File: config.mk
export PLATFORM = sky130hd
export DESIGN_NAME = multu_seq
export DESIGN_NICKNAME = d
export VERILOG_FILES = /design/src/rtl/multu_seq.sv
export SDC_FILE = /design/constraint.sdc
export NUM_CORES = 1
export LEC_CHECK = 0
export ABC_AREA = 1
export BUFFER_PORTS_ARGS = -buffer_cell sky130_fd_sc_hd__buf_2
export CORE_MARGIN = 2
export CORE_UTILIZATION = 55
export DETAILED_ROUTE_END_ITERATION = 6
export PLACE_DENSITY = 0.75
export REMOVE_ABC_BUFFERS = 1
export SYNTH_ARGS = -nofsm -noshare
export SYNTH_HDL_FRONTEND = slang
export SYNTH_SLANG_ARGS = --single-unit
export TNS_END_PERCENT = 20
File: constraint.sdc
create_clock -name clk -period 2.6 [get_ports clk]
set_clock_uncertainty 0.15 [all_clocks]
set_input_delay 0.26 -clock clk [delete_from_list [all_inputs] [get_ports clk]]
set_output_delay 0.26 -clock clk [all_outputs]
set_load 0.02 [all_outputs]
File: src/rtl/multu_seq.sv
// Sequential unsigned WIDTHxWIDTH shift-add multiplier holding HI/LO for MFHI/MFLO.
// Optional MULTU_EARLY_EXIT_EN: finish as soon as the remaining multiplier bits are zero.
module multu_seq #(
  parameter int WIDTH = 32
) (
  input  logic             clk,
  input  logic             rst_n,
  input  logic             Mulrst,
  input  logic [WIDTH-1:0] a,
  input  logic [WIDTH-1:0] b,
  input  logic [1:0]       rd_sel,
  output logic [WIDTH-1:0] rd_data,
  output logic             busy,
  output logic             done,
  output logic [WIDTH-1:0] hi,
  output logic [WIDTH-1:0] lo
);
  localparam int CW = $clog2(WIDTH) + 1;
  localparam logic [CW-1:0] LAST_CNT = CW'(WIDTH - 1);

  typedef enum logic [1:0] {S_IDLE, S_RUN, S_DONE} state_t;

  state_t               state_reg, state_next;
  logic [2*WIDTH-1:0]   mcand_reg, mcand_next;
  logic [2*WIDTH-1:0]   prod_reg, prod_next;
  logic [2*WIDTH-1:0]   prod_sum, addend;
  logic [WIDTH-1:0]     mplier_reg, mplier_next, mplier_shift;
  logic [WIDTH-1:0]     hi_reg, hi_next, lo_reg, lo_next;
  logic [CW-1:0]        cnt_reg, cnt_next;
  logic                 last_iter;

  // Partial product: the shifted multiplicand gated by the current multiplier LSB.
  genvar gi;
  generate
    for (gi = 0; gi < 2*WIDTH; gi++) begin : g_addend
      assign addend[gi] = mcand_reg[gi] & mplier_reg[0];
    end
  endgenerate

  assign prod_sum     = prod_reg + addend;
  assign mplier_shift = mplier_reg >> 1;

`ifdef MULTU_EARLY_EXIT_EN
  assign last_iter = (cnt_reg == LAST_CNT) || (mplier_shift == '0);
`else
  assign last_iter = (cnt_reg == LAST_CNT);
`endif

  always_ff @(posedge clk or negedge rst_n) begin
    if (!rst_n) begin
      state_reg  <= S_IDLE;
      mcand_reg  <= '0;
      mplier_reg <= '0;
      prod_reg   <= '0;
      cnt_reg    <= '0;
      hi_reg     <= '0;
      lo_reg     <= '0;
    end else begin
      state_reg  <= state_next;
      mcand_reg  <= mcand_next;
      mplier_reg <= mplier_next;
      prod_reg   <= prod_next;
      cnt_reg    <= cnt_next;
      hi_reg     <= hi_next;
      lo_reg     <= lo_next;
    end
  end

  always_comb begin
    state_next  = state_reg;
    mcand_next  = mcand_reg;
    mplier_next = mplier_reg;
    prod_next   = prod_reg;
    cnt_next    = cnt_reg;
    hi_next     = hi_reg;
    lo_next     = lo_reg;
    case (state_reg)
      S_IDLE, S_DONE: begin
        if (Mulrst) begin
          mcand_next  = {{WIDTH{1'b0}}, a};
          mplier_next = b;
          prod_next   = '0;
          cnt_next    = '0;
          state_next  = S_RUN;
        end else begin
          state_next  = S_IDLE;
        end
      end
      S_RUN: begin
        // A new start aborts the running operation; HI/LO are left untouched.
        if (Mulrst) begin
          mcand_next  = {{WIDTH{1'b0}}, a};
          mplier_next = b;
          prod_next   = '0;
          cnt_next    = '0;
        end else begin
          prod_next   = prod_sum;
          mcand_next  = mcand_reg << 1;
          mplier_next = mplier_shift;
          cnt_next    = cnt_reg + CW'(1);
          if (last_iter) begin
            hi_next    = prod_sum[2*WIDTH-1:WIDTH];
            lo_next    = prod_sum[WIDTH-1:0];
            state_next = S_DONE;
          end
        end
      end
      default: state_next = S_IDLE;
    endcase
  end

  always_comb begin
    case (rd_sel)
      2'b01:   rd_data = hi_reg;
      2'b10:   rd_data = lo_reg;
      default: rd_data = '0;
    endcase
  end

  assign busy = (state_reg == S_RUN);
  assign done = (state_reg == S_DONE);
  assign hi   = hi_reg;
  assign lo   = lo_reg;

endmodule

==> flow_metrics.env, run 1 <==
export IMPL_clock_sinks=232
export IMPL_synth_edff_count=0
export IMPL_cp_required_ns=2.87
export IMPL_path_class="flop to flop"
export IMPL_ir_drop_mv=0.695
export IMPL_die_x_um=175
export IMPL_final_min_clock_period_ns=2.75
export IMPL_syn_avg_cell_area_um2=6.31
export IMPL_pre_cts_ws_ns=-0.450
export IMPL_crit_arrival_ns=3.02
export IMPL_met2_usage_pct=63.9
export IMPL_path_max_fanout=31
export IMPL_antenna_found_initial=1
export IMPL_stdcell_area_um2=21700
export IMPL_grt_util_all_layers_pct=40.2
export IMPL_drc=0
export IMPL_hold_viol=0
export IMPL_nFillCells=2233
export IMPL_slew_headroom_pct=42.1
export IMPL_finalSetupTns_ns=-3.63
export IMPL_place_inst=3270
export IMPL_p_per_area_nw_per_um2=698
export IMPL_power_leakage_uw=0.0123
export IMPL_grt_pass1_wl_um=95800
export IMPL_crit_path_max_incr_delay_ns=0.44
export IMPL_cts_buffer_depth=3
export IMPL_status="finished with violations"
export IMPL_max_cap_violations=0
export IMPL_drt_iter0_drc=1734
export IMPL_cts_htree_levels=1
export IMPL_layout_common_cells="nand2_1 (1,002), inv_1 (441), buf_4 (233), dfrtp_1 (231), buf_2 (165)"
export IMPL_setup_viol=64
export IMPL_yosys_cell_types_count=38
export IMPL_rsz0062_at_grt="true"
export IMPL_met3_usage_pct=7.03
export IMPL_clkTransAtPathRegs_ns=0.06
export IMPL_cts_buffers=25
export IMPL_postPlaceCellArea_um2=19000
export IMPL_synth_ff_type="dfrtp_1"
export IMPL_fin_cells=3391
export IMPL_die_area_um2=30700
export IMPL_vias_per_cell=5.44
export IMPL_synth_warnings=0
export IMPL_hp_class="primary input to async pin"
export IMPL_synthCells=2558
export IMPL_cts_tree="yes"
export IMPL_place_gp_congestion=1.06
export IMPL_nets=3121
export IMPL_busiest_layer="met2"
export IMPL_violations="setup timing"
export IMPL_met1_usage_pct=55.8
export IMPL_worst_slack_ns=-0.148
export IMPL_start_util_pct=56.1
export IMPL_ys_async_sr_fraction_pct=100
export IMPL_cts_root_buf="clkbuf_16"
export IMPL_ys_seq_area_share_pct=36.0
export IMPL_grt_max_degree=77
export IMPL_final_common_cell="nand2_1"
export IMPL_drive_gt1_share_pct=23.5
export IMPL_overflow=0
export IMPL_fmaxAchievable_ghz=0.364
export IMPL_worstPathCellList="buf_12 -> nand2_1 -> inv_1 -> ha_1 -> or2_1 -> nand3_1 -> nand2_2 -> nand3_1 -> nand3b_1 -> buf_4 -> nand2_2 -> nand3_1 -> nand3_1 -> nand2_1"
export IMPL_worstReg2RegStart="mplier_reg[0]"
export IMPL_syn_area_um2=16100
export IMPL_syn2layout_area_growth_pct=34.7
export IMPL_totalWireLength_um=62700
export IMPL_die_y_um=175
export IMPL_cp_end_kind="flop"
export IMPL_clock_latency_ns=0.55
export IMPL_io_buffers=166
export IMPL_start_kind="flop"
export IMPL_wire_per_inst_um=18.5
export IMPL_finalMaxSlewViolations=0
export IMPL_grt_pass1_vias=17500
export IMPL_post_route_util_pct=75.6
export IMPL_core_area_um2=28800
export IMPL_crit_start="mplier_reg[0]"
export IMPL_timing_critical_path_slowest_stage_cell="dfrtp_2"
export IMPL_hpwlAfterDp_um=45000
export IMPL_post_route_period_util_pct=106
export IMPL_tightest_slew_ns=0.867
export IMPL_ioPinCount=167
export IMPL_ys_ff_latch=232
export IMPL_ant_nets=0
export IMPL_cpMostUsedCell="nand3_1"
export IMPL_dr_pass1_iters=6
export IMPL_dr_total_vias=18500
export IMPL_fp_row_count=62
-- logic make-up (layout without fill, tap and decap cells) --
family,count (synthesis),after routing,share of synthesized area (%)
other,0,3,0
and+or+nand+nor,1408,1408,35.2
xor gates and xnor gates,26,26,1.41
DFF,232,232,36.0
adders and majority gates,67,67,5.24
buffers and inverters,537,983,12.8
AOI/OAI and AO/OA,288,288,9.30
-- stage by stage --
stage	power [µW]	hold slack, ns
global route	15800	0.200
global placement	9730	0.116
finish	15200	0.139
detailed placement	9850	0.127
CTS	14500	0.161
floorplan	7160	-0.186
-- layer usage --
metal	vias to the layer above	routed length, µm
li1	8636	-
met5	-	0
met1	8695	26100
met3	152	6140
met4	0	2470
met2	980	28000
-- area by class of cell --
class,count,area (µm²),area share [%]
repair buffers,477,3450,15.9
diodes,3,7.51,0.0345
well taps,384,480,2.21
clock buffers,37,731,3.36
multi-input cells,1789,9400,43.2
flip-flops and latches,232,5810,26.7
inverters,460,1730,7.96
clock inverters,9,134,0.616
-- synth_stat cells (2+ instances only) --
| master | count | area [µm²] |
|---|---|---|
| a21oi_1 | 82 | 410 |
| and2_1 | 3 | 18.8 |
| buf_1 | 4 | 15.0 |
| buf_2 | 24 | 120 |
| buf_6 | 3 | 33.8 |
| clkbuf_1 | 45 | 169 |
| clkinv_1 | 3 | 11.3 |
| dfrtp_1 | 232 | 5810 |
| ha_1 | 66 | 826 |
| inv_1 | 447 | 1680 |
| inv_2 | 10 | 37.5 |
| nand2_1 | 1073 | 4030 |
| nand2_2 | 11 | 68.8 |
| nand3_1 | 111 | 556 |
| nand3_2 | 3 | 30.0 |
| nand3b_1 | 5 | 37.5 |
| nand4_1 | 9 | 56.3 |
| nor2_1 | 149 | 559 |
| nor2_2 | 18 | 113 |
| nor2_4 | 5 | 56.3 |
| nor3_1 | 11 | 55.1 |
| nor3_2 | 2 | 20.0 |
| nor4_1 | 2 | 12.5 |
| nor4_2 | 2 | 25.0 |
| o21ai_0 | 137 | 686 |
| o21ai_1 | 29 | 145 |
| o21bai_1 | 4 | 30.0 |
| o22ai_1 | 34 | 213 |
| xnor2_1 | 4 | 35.0 |
| xor2_1 | 22 | 193 |
-- worst paths after layout --
| path | to | slack [ns] | cells past startpoint |
|---|---|---|---|
| max | hi[21] | -0.15 | 14 |
| min | mcand_reg[5] | 0.14 | 2 |
| max reg2reg | hi[21] | -0.15 | 14 |
| min reg2reg | prod_reg[2] | 0.34 | 2 |
| max in group asynchronous | lo[28] | 1.37 | 3 |
| min in group clk | prod_reg[2] | 0.34 | 2 |
-- timing repair --
action                                 4_1_cts  5_1_grt
buffers inserted                             4        1
cloned                                       0        0
setup endpoints to repair                   97      110
gates resized for setup                    154       93
pin swaps                                   14        7
hold buffers                                67        0
endpoints found under the hold margin      128        0
-- critical path, delay by kind of cell (launching register included) --
family	cells	cell delay, ns
adders and majority gates	1	0.30
DFF	1	0.44
and+or+nand+nor	10	1.29
buffers and inverters	3	0.44
-- where the power goes --
part	switching (µW)	internal [µW]
Sequential	442	4080
Combinational	3910	2940
Clock	1570	2250
Note: power is estimated with default switching activity, not from simulation.
==> run 2, diff against run 1 <==
--- a/config.mk
+++ b/config.mk
@@ -10,6 +10,7 @@
 export CORE_MARGIN = 2
 export CORE_UTILIZATION = 55
 export DETAILED_ROUTE_END_ITERATION = 6
+export GPL_TIMING_DRIVEN = 0
 export PLACE_DENSITY = 0.75
 export REMOVE_ABC_BUFFERS = 1
 export SYNTH_ARGS = -nofsm -noshare
==> run 2 against run 1 <==
Effect of this change: the run ends with DRC, setup timing left; die area unchanged; non-clock buffer count shrank 209; clock power increased by 4%; core utilization decreased by 2.0 points; count of clock-buffer cells in the layout is 6 lower; global-route usage up 0.28 points; worst hold slack got worse by 0.12 ns; largest cell class unchanged; highest routed layer unchanged.
==> flow_metrics.env, run 2 (synthesis gave the netlist of run 1 again) <==
export IMPL_status="finished with violations"
export IMPL_violations="DRC, setup timing"
export IMPL_crit_path_end="hi[2]"
export IMPL_final_common_cell="nand2_1"
export IMPL_critical_path_top_delay_family="simple AND/OR/NAND/NOR gates"
export IMPL_ant_nets=0
export IMPL_hold_viol=0
export IMPL_ir_drop_mv=0.675
export IMPL_vias_per_cell=5.70
export IMPL_p_per_area_nw_per_um2=718
export IMPL_grt_max_degree=121
export IMPL_worstPathCellList="nand2_4 -> inv_2 -> ha_4 -> inv_1 -> fa_2 -> inv_2 -> nand3_1 -> nand3_4 -> nand2_2 -> nand2_4 -> nand2_1 -> nand2_1 -> inv_1 -> nand2_1 -> nand2_2 -> nand2_1 -> nand2_1"
export IMPL_p_comb_share_pct=43.7
export IMPL_overflow=0
export IMPL_crit_path_max_incr_delay_ns=0.68
export IMPL_drc=19
export IMPL_antenna_found_initial=1
export IMPL_p_sw_uw=6380
export IMPL_post_route_period_util_pct=112
export IMPL_core_area_um2=28800
export IMPL_rr_endpoint="hi[2]"
export IMPL_start_util_pct=56.1
export IMPL_setup_viol=112
export IMPL_drive_gt1_share_pct=23.0
export IMPL_die_x_um=175
export IMPL_cts_root_buf="clkbuf_16"
export IMPL_totalWireLength_um=65000
export IMPL_cts_htree_levels=1
export IMPL_pre_cts_ws_ns=-2.02
export IMPL_p_clk_share_pct=26.3
export IMPL_io_buffers=166
export IMPL_reg2reg_depth=17
export IMPL_dr_pass1_iters=7
export IMPL_die_area_um2=30700
export IMPL_layout_common_cells="nand2_1 (930), inv_1 (425), dfrtp_1 (231), buf_2 (165), o21ai_0 (130)"
export IMPL_die_y_um=175
export IMPL_cp_required_ns=2.89
export IMPL_cp_end_kind="flop"
export IMPL_clkTransAtPathRegs_ns=0.07
export IMPL_start_kind="flop"
export IMPL_fp_row_count=62
export IMPL_hp_class="primary input to flop"
export IMPL_hpwlAfterDp_um=41200
export IMPL_cts_tree="yes"
export IMPL_post_route_util_pct=73.5
export IMPL_cts_buffer_depth=3
export IMPL_cpMostUsedCell="nand2_1"
export IMPL_hold_ws_ns=0.0200
export IMPL_p_int_uw=8820
export IMPL_cp_depth=17
export IMPL_clock_sinks=232
export IMPL_grt_util_all_layers_pct=40.5
export IMPL_slew_headroom_pct=19.1
export IMPL_ioPinCount=167
export IMPL_timing_critical_path_slowest_stage_cell="dfrtp_1"
export IMPL_wire_per_inst_um=20.4
export IMPL_grt_pass1_vias=17000
export IMPL_reg2reg_slack_ns=-0.32
export IMPL_final_min_clock_period_ns=2.92
export IMPL_grt_pass1_wl_um=95600
export IMPL_nets=2917
export IMPL_fmaxAchievable_ghz=0.342
export IMPL_clock_latency_ns=0.55
export IMPL_seqPwrFrac_pct=30.0
export IMPL_place_gp_congestion=0.957
export IMPL_path_max_fanout=3
export IMPL_finalSetupTns_ns=-15.91
export IMPL_worst_slack_ns=-0.324
export IMPL_switching_share_pct=42.0
export IMPL_drt_iter0_drc=2189
export IMPL_worstReg2RegStart="mcand_reg[0]"
export IMPL_power_uw=15200
export IMPL_crit_start="mcand_reg[0]"
export IMPL_tightest_slew_ns=1.21
export IMPL_path_class="flop to flop"
export IMPL_cts_buffers=26
export IMPL_power_leakage_uw=0.0116
export IMPL_syn2layout_area_growth_pct=31.1
export IMPL_max_cap_violations=0
export IMPL_rsz0062_at_grt="true"
export IMPL_crit_arrival_ns=3.21
export IMPL_worst_path_buf_inv=4
export IMPL_dr_total_vias=18200
export IMPL_finalMaxSlewViolations=0
-- run 2: worst min-delay path by stage --
stage	from	end	slack, ns	cells after the start
final	Mulrst	mplier_reg[31]	0.02	3
after global routing	Mulrst	mplier_reg[31]	0.05	3
after CTS	Mulrst	mplier_reg[31]	0.01	3
after detailed placement	rst_n	lo[0]	0.24	1
after global placement	prod_reg[2]	prod_reg[2]	0.31	2
after floorplan	rst_n	cnt_reg[0]	-0.19	0
-- run 2: area by class of cell --
cell class	instances	area, µm²
clock buffers	31	701
multi-input cells	1793	10300
clock inverters	17	205
inverters	460	1750
repair buffers	268	1930
flip-flops and latches	232	5810
fillers	2170	7620
diodes	1	2.50
well taps	384	480
-- run 2: repair_timing --
| action | 4_1_cts | 5_1_grt |
|---|---|---|
| pin swaps | 31 | 28 |
| setup buffers | 22 | 9 |
| resized for setup | 300 | 174 |
| hold buffers | 65 | 0 |
| hold endpoints to repair | 176 | 0 |
| setup endpoints to repair | 223 | 154 |
| cloned | 6 | 0 |
-- run 2: power by group through the flow --
| stage | registers (µW) | logic [µW] | clock network, µW |
|---|---|---|---|
| CTS | 4480 | 5580 | 3990 |
| detailed placement | 4470 | 4150 | 0 |
| finish | 4570 | 6640 | 3990 |
| global placement | 4490 | 4040 | 0 |
| global route | 4590 | 7030 | 4130 |
| floorplan | 4400 | 2760 | 0 |
-- run 2: worst reg2reg max path: stages, from the launching register on --
cell,delay (ns)
dfrtp_1,0.68
nand2_4,0.13
inv_2,0.10
ha_4,0.13
inv_1,0.06
fa_2,0.37
inv_2,0.09
nand3_1,0.13
nand3_4,0.19
nand2_2,0.09
nand2_4,0.11
nand2_1,0.06
nand2_1,0.10
inv_1,0.06
nand2_1,0.07
nand2_2,0.11
nand2_1,0.11
nand2_1,0.06
-- run 2: per-layer routing --
layer | part of all wire [%] | up-vias | global-route usage (%)
met5 | 0 | - | 0
met4 | 5.2 | 0 | 15.6
met3 | 10 | 233 | 7.36
met2 | 44 | 1213 | 64.0
met1 | 40 | 8482 | 55.4
li1 | - | 8224 | -
-- run 2: through the flow --
step / std cells / cell area (µm²)
after global routing: 3185 / 21200
after detailed placement: 3035 / 17200
after floorplan: 2481 / 15800
final: 3186 / 21200
after global placement: 3031 / 17100
after CTS: 3176 / 20400
